`src/rtl/reset_sequencer.sv`:
```
// Reset sequencer: synchronised release of NUM_CH active-high resets,
// qualified by a stable lock, staggered by STAGGER_CYCLES between channels.
module reset_sequencer #(
    parameter int unsigned NUM_CH         = 4,
    parameter int unsigned SYNC_STAGES    = 4,
    parameter int unsigned HOLD_CYCLES    = 16,
    parameter int unsigned STAGGER_CYCLES = 8
) (
    input  logic              clk,
    input  logic              rst_n,
    input  logic              lock_in,
    input  logic              sw_rst_req,
    output logic [NUM_CH-1:0] rst_out,
    output logic              busy,
    output logic              done
);

    localparam int unsigned STAG_MAX = STAGGER_CYCLES * (NUM_CH - 1);
    localparam int unsigned HOLD_W   = $clog2(HOLD_CYCLES + 1);
    localparam int unsigned STAG_W   = (STAG_MAX < 1) ? 1 : $clog2(STAG_MAX + 1);

    typedef enum logic [1:0] {
        ST_ASSERT  = 2'd0,
        ST_HOLD    = 2'd1,
        ST_RELEASE = 2'd2,
        ST_RUN     = 2'd3
    } state_t;

    state_t                   r_state;
    logic [SYNC_STAGES-1:0]   r_rst_sync;
    logic                     r_lock_meta;
    logic                     r_lock_sync;
    logic [HOLD_W-1:0]        r_hold_cnt;
    logic [STAG_W-1:0]        r_stag_cnt;
    logic [NUM_CH-1:0]        r_rst_out;
    logic                     r_done;

    logic                     w_rst_sync;
    logic                     w_abort;
    logic [STAG_W-1:0]        w_stag_next;

    // Channel k stays in reset until STAGGER_CYCLES*k edges after channel 0 released.
    function automatic logic [NUM_CH-1:0] f_mask(input logic [STAG_W-1:0] t);
        logic [NUM_CH-1:0] m;
        m = '0;
        for (int unsigned k = 0; k < NUM_CH; k++) begin
            m[k] = (32'(t) < STAGGER_CYCLES * k);
        end
        return m;
    endfunction

    assign w_rst_sync  = r_rst_sync[SYNC_STAGES-1];
    assign w_abort     = ~r_lock_sync | sw_rst_req;
    assign w_stag_next = (32'(r_stag_cnt) >= STAG_MAX) ? r_stag_cnt
                                                       : r_stag_cnt + STAG_W'(1);

    // Reset release synchroniser: ones on assertion, zeros shift in after release.
    always_ff @(posedge clk or negedge rst_n) begin
        if (!rst_n) begin
            r_rst_sync <= '1;
        end else begin
            r_rst_sync <= {r_rst_sync[SYNC_STAGES-2:0], 1'b0};
        end
    end

    // Two-flop synchroniser for the asynchronous lock qualifier.
    always_ff @(posedge clk or negedge rst_n) begin
        if (!rst_n) begin
            r_lock_meta <= 1'b0;
            r_lock_sync <= 1'b0;
        end else begin
            r_lock_meta <= lock_in;
            r_lock_sync <= r_lock_meta;
        end
    end

    // Sequencing FSM with registered reset outputs and done flag.
    always_ff @(posedge clk or negedge rst_n) begin
        if (!rst_n) begin
            r_state    <= ST_ASSERT;
            r_hold_cnt <= '0;
            r_stag_cnt <= '0;
            r_rst_out  <= '1;
            r_done     <= 1'b0;
        end else begin
            case (r_state)
                ST_ASSERT: begin
                    if (!w_rst_sync) begin
                        r_state    <= ST_HOLD;
                        r_hold_cnt <= '0;
                    end
                end
                ST_HOLD: begin
                    if (w_abort) begin
                        r_hold_cnt <= '0;
                    end else if (32'(r_hold_cnt) + 32'd1 >= HOLD_CYCLES) begin
                        r_stag_cnt <= '0;
                        r_rst_out  <= f_mask('0);
                        if (STAG_MAX == 0) begin
                            r_state <= ST_RUN;
                            r_done  <= 1'b1;
                        end else begin
                            r_state <= ST_RELEASE;
                        end
                    end else begin
                        r_hold_cnt <= r_hold_cnt + HOLD_W'(1);
                    end
                end
                ST_RELEASE: begin
                    if (w_abort) begin
                        r_state    <= ST_HOLD;
                        r_hold_cnt <= '0;
                        r_stag_cnt <= '0;
                        r_rst_out  <= '1;
                        r_done     <= 1'b0;
                    end else begin
                        r_stag_cnt <= w_stag_next;
                        r_rst_out  <= f_mask(w_stag_next);
                        if (32'(w_stag_next) == STAG_MAX) begin
                            r_state <= ST_RUN;
                            r_done  <= 1'b1;
                        end
                    end
                end
                default: begin
                    if (w_abort) begin
                        r_state    <= ST_HOLD;
                        r_hold_cnt <= '0;
                        r_stag_cnt <= '0;
                        r_rst_out  <= '1;
                        r_done     <= 1'b0;
                    end
                end
            endcase
        end
    end

    assign rst_out = r_rst_out;
    assign busy    = |r_rst_out;
    assign done    = r_done;

endmodule

```
`config.mk`:
```
export PLATFORM = sky130hd
export DESIGN_NAME = reset_sequencer
export DESIGN_NICKNAME = d
export VERILOG_FILES = /design/src/rtl/reset_sequencer.sv
export SDC_FILE = /design/constraint.sdc
export NUM_CORES = 1
export LEC_CHECK = 0
export ABC_AREA = 1
export CAP_MARGIN = 15
export CELL_PAD_IN_SITES_DETAIL_PLACEMENT = 1
export CELL_PAD_IN_SITES_GLOBAL_PLACEMENT = 2
export CORE_ASPECT_RATIO = 1.75
export CORE_MARGIN = 8
export CORE_UTILIZATION = 35
export CTS_CLUSTER_SIZE = 28
export DETAILED_ROUTE_END_ITERATION = 7
export PLACE_DENSITY_LB_ADDON = 0.1
export SKIP_CTS_REPAIR_TIMING = 1
export SLEW_MARGIN = 20
export SYNTH_ARGS = -nofsm -noshare
export SYNTH_HDL_FRONTEND = slang
export SYNTH_SLANG_ARGS = --single-unit
```
`constraint.sdc`:
```
create_clock -name clk -period 1.8 [get_ports clk]
set_clock_uncertainty 0.05 [all_clocks]
set_input_delay 0.36 -clock clk [delete_from_list [all_inputs] [get_ports clk]]
set_output_delay 0.36 -clock clk [all_outputs]
set_load 0.02 [all_outputs]
```
======== After elaboration in Yosys (flattened, before gate mapping) ========
Index checks and enable logic that the tools add are counted.
cells by class
  $add $sub $neg .......................... 3
  multiply operators ...................... 0
  div/mod/pow operators ................... 0
  magnitude comparators ................... 5
  equality and inequality tests ........... 8
  shifts and indexed selects .............. 0
  mux-type cells .......................... 26
  bitwise logic cells ..................... 4
  reduce and logical (&&, ||, !) cells .... 12
operator list
  operator               number
  $mux W5                8
  $mux W4                4
  $pmux W5 S3            1
  $mux W2                6
  $pmux W4 S3            1
  $add A5 B1 Y5 const B  2
  $lt A5 B5 Y1 const B   2
  $pmux W5 S2            1
  $add A5 B1 Y6 const B  1
  $ge A6 B5 Y1 const B   1
  $ne A2 B2 Y1 const B   3
  $ne A3 B3 Y1 const B   2
  $pmux W2 S3            1
  $reduce_and A3 Y1      2
  $reduce_bool A3 Y1     2
  $eq A5 B5 Y1 const B   1
  $ge A5 B5 Y1 const B   1
  $lt A5 B4 Y1 const B   1
  $reduce_and A5 Y1      1
  $reduce_and A4 Y1      1
  $reduce_bool A2 Y1     2
  $reduce_bool A4 Y1     1
  $reduce_or A4 Y1       1
  $mux W1                3
  other kinds (7)        9
word-level totals
  register bits after elaboration ......... 23
  latch bits .............................. 0
  RAM bits ................................ 0
  ROM bits ................................ 0
  input bits .............................. 4
  output and inout port bits .............. 6
  word-level logic and storage cells ...... 66
  memories kept ........................... 0

======== Logic depth before layout (Yosys ltp) ========
Gate-level depths: netlist (run 1).
  depth in word-level cells ............... 6
  depth in mapped cells ................... 11
  mapped depth without buffers ............ 11

======== Least setup slack after synthesis (run 1) ========
Ideal clock, no wire load.
  path kind ............................... reg2reg
  start point ............................. reg r_state[0]
  end point ............................... reg r_stag_cnt[2]
  library setup time ...................... 118 ps
  data arrival time ....................... 1329 ps
  data required time ...................... 1632 ps
  slack ................................... 303 ps
  cell stages (with the launch flop) ...... 10
  path buffers ............................ 2
  clock period less this slack ............ 1497 ps
  cell sequence ........................... dfrtp_1 -> inv_1 -> ha_1 -> buf_2 -> inv_1 -> a31oi_1 -> nand2_2 -> buf_6 -> nand2_2 -> o21ai_2
between the ends
  cells in the longest elaborated chain, start to end .. 3
  elaborated cells on any way between the ends .. 9
  classes of those cells .................. eq/ne (4); mux (1); bitwise (1); reduce/logical (3)
RTL lines
  item                                            RTL line  text
  start, declared                                 29        state_t r_state;
  start signal, assigned                          80        r_state <= ST_ASSERT;
  start signal, assigned                          89        r_state <= ST_HOLD;
  start signal, assigned                          100       r_state <= ST_RUN;
  $eq A2 B1 Y1 (tied with other cells)            86        case (r_state)
  $ne A2 B2 Y1 (no line) (tied with other cells)  n/a
  $reduce_and A4 Y1 (no line)                     n/a
  end signal, assigned                            117       r_stag_cnt <= w_stag_next;
  end, declared                                   34        logic [STAG_W-1:0] r_stag_cnt;
Parallel ways exist; a longest one is shown, timed or not.
A chain may end at the register's enable or synchronous reset.

======== Worst setup path after layout (run 1) ========
  start point ............................. reg r_rst_out[1] (netlist: rst_out[1])
  end point ............................... out busy
between the ends
  cells in the longest elaborated chain, start to end .. 1
RTL lines
  item                    RTL line  text
  start, declared         35        logic [NUM_CH-1:0] r_rst_out;
  start signal, assigned  98        r_rst_out <= f_mask('0);
  start signal, assigned  118       r_rst_out <= f_mask(w_stag_next);
  $reduce_or A4 Y1        139       assign busy = |r_rst_out;
  end, declared           14        output logic busy,
Every way passes these cells.

==> results.toml, run 1 <==
[grt]
grt_first_pass_wirelength_um = 5380
grt_pass1_vias = 1224
antenna_found_initial = 0
grt_usage_pct = 10.7
grt-ovfl-total = 0
grt_max_degree = 24

[sta]
finalSetupTns_ns = 0
fin_crit_ns = 1.76
slew_violations = 0
hold_slack_ns = 0.307
timing.final.hold_violations = 0
fmax_mhz = 568
setup_violations = 0
timing.final.crit_share_pct = 97.7

[die]
die_x_um = 62.5
start_util_pct = 36.5
core_sq_um = 3630
rows = 29
die_area_sq_um = 6090
boundaryPins = 10
dieHeight_um = 97.4

[worst_setup_path]
slowest_stage = "or4_1"
cp_num_buf_inv = 1
slowest_delay_ns = 0.53
worstPathMaxFanout = 2
crit_required_ns = 1.39
cp_top_family = "simple AND/OR/NAND/NOR gates"
cp.arrival_ns = 1.35
critical_path.cell_chain = "or4_1, clkbuf_2"
critPathKind = "reg -> out"
timing.critical_path.from_type = "flip-flop"
crit_path_end_kind = "primary output"

[route]
drtIter0Drc = 10
wl_per_cell_um = 13.2
viasPerCell = 4.78
wl_um = 2980
remaining_drc_errors = 0
ant_nets = 0
num_vias = 1075
firstDrtPassIters = 4

[yosys]
synth.area.top_cells = "dfrtp_1, dfstp_2, nand2_1"
syn_area_sq_um = 1330
syn_avg_cell_area_sq_um = 8.39
synth_top_area_share_pct = 28.3
netlist_instances = 158
synth_top_area_cell = "dfrtp_1"
ys_ff_latch = 23
syn_nets = 168
ys_types = 27
ys_seq_area_share_pct = 44.2
yosysWarnings = 0

[clock_network]
cts_buffer_depth = 2
cts_tree = "yes"
clkSlewWorstSetupHoldPaths_ns = 0.08
clk_latency_ns = 0.27
cts_buffers = 3
cts.sinks = 23
cts-root-buf = "clkbuf_8"
htreeDepth = 1

[power_and_ir_drop]
power.density_nw_per_um2 = 565
leakagePower_nw = 0.714
vdd_drop_max_uv = 426

[final_layout]
drive_gt1_share_pct = 31.8
layout_commonest_cell = "nand2_1"
layout.nets = 190
final_util_pct = 43.7
diodes = 0
area.growth.synth_to_final_pct = 19.7
final_area_sq_um = 1590
final_cell_mix = "nand2_1, inv_1, nand2_2"

[placed_design]
io_buffers = 9
dp_hpwl_um = 2450
place_congestion = 0.764
placed_area_sq_um = 1530

[worst_hold_path]
hp-class = "reg -> reg"

[flow_run]
maxCapViolCount = 0

[outcome]
outcome = "finished, final reports clean"
sequential cells by signal, indices dropped and copies added, names as in the netlist:
register and cells:
rst_out 4, r_state 2, done 1, r_lock_sync 1, r_stag_cnt 5, r_lock_meta 1, r_rst_sync 4, r_hold_cnt 5
layer usage:
metal | GRT usage (%) | part of all wire [%]
met5 | 0 | 0
met4 | 3.53 | 1.2
met3 | 2.19 | 2.0
met2 | 22.0 | 62
met1 | 9.80 | 34
cell families (layout without fill, tap and decap cells):
kind of cell / count (synthesis) / after routing / synth area share [%]
fa+ha+maj: 6 / 6 / 5.67
compound gates: 23 / 23 / 12.2
simple gates: 82 / 82 / 29.8
xor+xnor: 1 / 1 / 0.661
other cells: 1 / 1 / 0.283
buf+inv: 22 / 43 / 7.18
flops: 23 / 23 / 44.2
synthesized netlist by cell type:
cell and instances:
xor2_1 1, o21ai_1 5, conb_1 1, nand3_2 2
dfstp_2 8, buf_2 1, ha_1 6, o21ai_2 5
inv_1 15, o31ai_1 1, nor2_1 8, buf_4 1
nand2_2 15, nand3_1 13, a31oi_1 1, a21oi_2 2
inv_2 4, o21bai_4 1, buf_6 1, or4_1 1
o21ai_0 5, a21oi_1 2, nor2_4 2, nand2_1 40
nand4_1 1, a21boi_0 1, dfrtp_1 15
stage by stage:
stage,setup WS (ns),instances,total power [mW]
finish,0.0408,225,0.896
global route,-0.0242,225,0.930
CTS,-0.328,225,0.911
detailed placement,-0.0239,221,0.581
global placement,-0.0177,221,0.580
floorplan,0.303,158,0.554
power breakdown:
group | internal (mW) | switching [mW]
logic | 0.0144 | 0.0217
clock network | 0.155 | 0.171
registers | 0.529 | 0.00444
area by class of cell:
class	count	area (sq um)
repair buffers	20	178
clock inverters	1	5.00
inverters	19	71.3
well taps	46	57.6
flip-flops and latches	23	587
multi-input cells	113	647
fillers	453	2040
clock buffers	3	41.3
final timing paths:
path / startpoint / end / slack [ns] / cells past startpoint
min: r_lock_meta / r_lock_sync / 0.31 / 0
min in group asynchronous: rst_n / r_stag_cnt[3] / 0.39 / 2
max reg2reg: r_state[0] / rst_out[1] / 0.15 / 7
min reg2reg: r_lock_meta / r_lock_sync / 0.31 / 0
max in group asynchronous: rst_n / r_rst_sync[3] / 1.02 / 2
max: rst_out[1] / busy / 0.04 / 2
Power figures use the tool's default switching activity.
==> inputs of run 2 (changes only) <==
- CORE_ASPECT_RATIO: 1.75 -> 0.6
==> results.toml, run 2 (synthesis results as in run 1) <==
[final_layout]
seqCellArea_sq_um = 587
layout.nets = 193
final_cell_mix = "nand2_1, nand2_2, inv_1, dfrtp_1, buf_4"
biggestRegsByFlops = "r_hold_cnt: 5 flops, r_stag_cnt: 5 flops"
drive_gt1_share_pct = 34.1
fill_cells = 447
multiInputGateArea_sq_um = 659
final_area_sq_um = 1630
diodes = 0
area.growth.synth_to_final_pct = 22.7
layout_commonest_cell = "nand2_1"

[placed_design]
placed_area_sq_um = 1540
io_buffers = 9
dp_hpwl_um = 2720
place_congestion = 0.713

[power_and_ir_drop]
seqPwrFrac_pct = 58.6
p_comb_share_pct = 4.2
power.density_nw_per_um2 = 561
p_sw_share_pct = 22.9
leakagePower_nw = 0.727
vdd_drop_max_uv = 400
clockPowerShare_pct = 37.2
fin_total_pwr_uw = 911
p_int_uw = 702
p_switching_uw = 209

[sta]
timing.final.crit_share_pct = 96.7
fin_crit_ns = 1.74
timing.final.hold_violations = 0
slew_violations = 0
fmax_mhz = 575
setup_violations = 0

[route]
wl_per_cell_um = 14.8
wl_um = 3390
num_vias = 1094
drtIter0Drc = 49
remaining_drc_errors = 0
viasPerCell = 4.78
ant_nets = 0
firstDrtPassIters = 4

[grt]
use_met2_pct = 17.0
use_met1_pct = 16.9
grt_max_degree = 24
grt-ovfl-total = 0
grt_first_pass_wirelength_um = 5620
grt_pass1_vias = 1123
grt_busiest_layer = "met2"
antenna_found_initial = 0
met3_usage_pct = 4.49
grt_usage_pct = 11.9

[clock_network]
cts_buffers = 3
cts-root-buf = "clkbuf_8"
clkSlewWorstSetupHoldPaths_ns = 0.08
htreeDepth = 1
cts.sinks = 23
cts_buffer_depth = 2
cts_tree = "yes"
clk_latency_ns = 0.27

[worst_setup_path]
timing.critical_path.from_type = "flip-flop"
cp.arrival_ns = 1.33
crit_path_end_kind = "primary output"
worstPathMaxFanout = 2
crit_required_ns = 1.39
critPathKind = "reg -> out"

[die]
dieHeight_um = 63.7
rows = 17
start_util_pct = 36.2
core_sq_um = 3660
boundaryPins = 10
die_area_sq_um = 6080
die_x_um = 95.4

[worst_hold_path]
hp-class = "reg -> reg"

[flow_run]
maxCapViolCount = 0

[outcome]
outcome = "finished, final reports clean"
## run 2: path summary, 6_finish.rpt
check                             from            end  slack, ns  cells after the start
min in group asynchronous        rst_n  r_hold_cnt[0]       0.39                      2
max                         rst_out[1]           busy       0.06                      2
max reg2reg                 r_state[0]  r_hold_cnt[3]       0.14                     10
min                        r_lock_meta    r_lock_sync       0.31                      0
max in group asynchronous        rst_n     rst_out[2]       1.03                      2
min reg2reg                r_lock_meta    r_lock_sync       0.31                      0
## run 2: power by group through the flow
stage	Sequential, mW	Combinational [mW]	Clock [mW]
2_1_floorplan	0.542	0.0123	0
3_3_place_gp	0.543	0.0383	0
3_5_place_dp	0.544	0.0396	0
4_1_cts	0.534	0.0397	0.353
5_1_grt	0.535	0.0436	0.366
6_report	0.534	0.0384	0.338
## run 2: area by class of cell
class                      count  share of cell area (%)
tap                           47                    3.62
sequential                    23                    36.1
timing repair buffer          23                    12.3
inverter                      19                    4.39
clock inverter                 1                   0.462
clock buffer                   3                    2.54
multi-input combinational    113                    40.6
## run 2: worst max-delay path: stages, from the launching register on
cell and delay, ns:
dfstp_2 0.38, or4_1 0.51, clkbuf_2 0.18
## run 2: per-layer routing
layer | part of all wire, % | wire length (um) | vias up
met4 | 0.41 | 14 | 0
met1 | 53 | 1790 | 527
met2 | 42 | 1410 | 18
met5 | 0 | 0 | -
li1 | - | - | 547
met3 | 5.1 | 172 | 2
## run 2: stage by stage
step                setup slack (ns)  hold WS (ns)  utilization, %  cells  setup TNS [ns]
finish                        0.0594         0.310            44.4    229               0
global route                -0.00777         0.320            44.4    229        -0.00777
CTS                           -0.350         0.313            43.4    227          -0.859
detailed placement           -0.0432         0.292            42.1    223          -0.218
global placement             -0.0317         0.281            42.1    223         -0.0317
floorplan                      0.303        0.0144               -    158               0
==> inputs of run 3 (changes only) <==
- CORE_ASPECT_RATIO: 0.6 -> not set
- CORE_UTILIZATION: 35 -> 37
- clock period: 1.8 -> 2.2 ns (I/O delays scaled with it)
==> results.toml, run 3 (synthesis results as in run 1) <==
[route]
wl_per_cell_um = 13.6
drtIter0Drc = 32
remaining_drc_errors = 0
viasPerCell = 4.81
num_vias = 1038
firstDrtPassIters = 3
ant_nets = 0
highest_layer = "met4"
wl_met3_um = 51
wl_met2_um = 1610
wl_um = 2930
wl_met1_um = 1220

[worst_setup_path]
timing.critical_path.from_type = "flip-flop"
crit_required_ns = 1.71
r2r_slack_ns = 0.42
worstPathMaxFanout = 3
slowest_delay_ns = 0.61
critPathKind = "reg -> out"
cp_num_buf_inv = 1
cp.depth = 1
cp_top_family = "buffers and inverters"
critical_path.cell_chain = "clkdlybuf4s50_1"
cp.arrival_ns = 1.50
reg2reg_depth = 10
crit_path_end_kind = "primary output"
slowest_stage = "clkdlybuf4s50_1"

[clock_network]
cts-root-buf = "clkbuf_4"
htreeDepth = 1
cts.sinks = 23
cts_tree = "yes"
clkSlewWorstSetupHoldPaths_ns = 0.13
clk_latency_ns = 0.32
cts_buffer_depth = 2
cts_buffers = 3

[final_layout]
fill_cells = 416
drive_gt1_share_pct = 26.5
final_cell_mix = "nand2_1, inv_1, nand2_2, dfrtp_1, nand3_1"
area.growth.synth_to_final_pct = 12.9
diodes = 0
fin_cells = 216
final_util_pct = 44.1
layout.nets = 181
biggestRegsByFlops = "r_hold_cnt: 5 flops, r_stag_cnt: 5 flops"
layout_commonest_cell = "nand2_1"

[sta]
relSlewSlack_pct = 64.5
rsz0062_at_grt = "no"
setup_violations = 0
finalSetupTns_ns = 0
hold_slack_ns = 0.314
timing.final.hold_violations = 0
slew_violations = 0
timing.final.crit_share_pct = 90.5
worst_slew_pin_slew_ns = 0.531
fin_crit_ns = 1.99
fmax_mhz = 502

[power_and_ir_drop]
p_int_uw = 512
power.density_nw_per_um2 = 445
seqPwrFrac_pct = 65.6
vdd_drop_max_uv = 326
p_sw_share_pct = 23.1
leakagePower_nw = 0.645
p_comb_share_pct = 4.1
fin_total_pwr_uw = 666
p_switching_uw = 154
clockPowerShare_pct = 30.4

[die]
core_sq_um = 3390
rows = 21
start_util_pct = 39.1
die_x_um = 75.8
boundaryPins = 10
dieHeight_um = 75.8
die_area_sq_um = 5750

[grt]
grt_first_pass_wirelength_um = 5240
grt_usage_pct = 12.0
grt-ovfl-total = 0
grt_max_degree = 15
antenna_found_initial = 0
grt_pass1_vias = 1136

[flow_run]
maxCapViolCount = 0

[placed_design]
dp_hpwl_um = 2370
place_congestion = 0.737
io_buffers = 9
dp_cells = 212

[outcome]
outcome = "finished, final reports clean"

[worst_hold_path]
hp-class = "reg -> reg"
whs_path_depth = 0
## run 3: per-layer routing
layer  vias up  track usage (%)
met5         -                0
met4         0             4.48
met3         5             1.58
met2         5             22.0
met1       504             13.7
li1        524                -
## run 3: path summary, 6_finish.rpt
| kind | start | to |
|---|---|---|
| worst max-delay path | rst_out[1] | rst_out[1] |
| worst min-delay path | r_rst_sync[2] | r_rst_sync[3] |
| worst max register to register | r_hold_cnt[0] | r_stag_cnt[0] |
| worst min register to register | r_rst_sync[2] | r_rst_sync[3] |
| max in group asynchronous | rst_n | r_stag_cnt[0] |
| min in group asynchronous | rst_n | r_lock_meta |
## run 3: stage by stage
step           cell area, sq um  setup WS [ns]
2_1_floorplan              1330          0.679
3_3_place_gp               1460          0.214
3_5_place_dp               1460          0.132
4_1_cts                    1490        -0.0921
5_1_grt                    1500          0.151
6_report                   1500          0.210
## run 3: area by class of cell
| type | instances | area, sq um | share of cell area (%) |
|---|---|---|---|
| flip-flops and latches | 23 | 586 | 39.1 |
| repair buffers | 11 | 108 | 7.19 |
| clock buffers | 3 | 22.5 | 1.51 |
| multi-input cells | 113 | 644 | 43.1 |
| well taps | 46 | 57.6 | 3.85 |
| clock inverters | 1 | 7.51 | 0.502 |
| inverters | 19 | 71.3 | 4.77 |
## run 3: worst register-to-register path: cells and delay by family (launching register included)
kind | cells | cell delay, ns
adders and majority gates | 1 | 0.21
DFF | 1 | 0.42
buffers and inverters | 1 | 0.13
AOI/OAI and AO/OA | 1 | 0.08
and+or+nand+nor | 7 | 0.77
## run 3: power groups by stage
| stage | Sequential [mW] | Clock (mW) | Combinational, mW |
|---|---|---|---|
| 5_1_grt | 0.438 | 0.224 | 0.0318 |
| 6_report | 0.437 | 0.202 | 0.0271 |
| 3_3_place_gp | 0.444 | 0 | 0.0269 |
| 2_1_floorplan | 0.443 | 0 | 0.0101 |
| 3_5_place_dp | 0.444 | 0 | 0.0278 |
| 4_1_cts | 0.437 | 0.214 | 0.0280 |
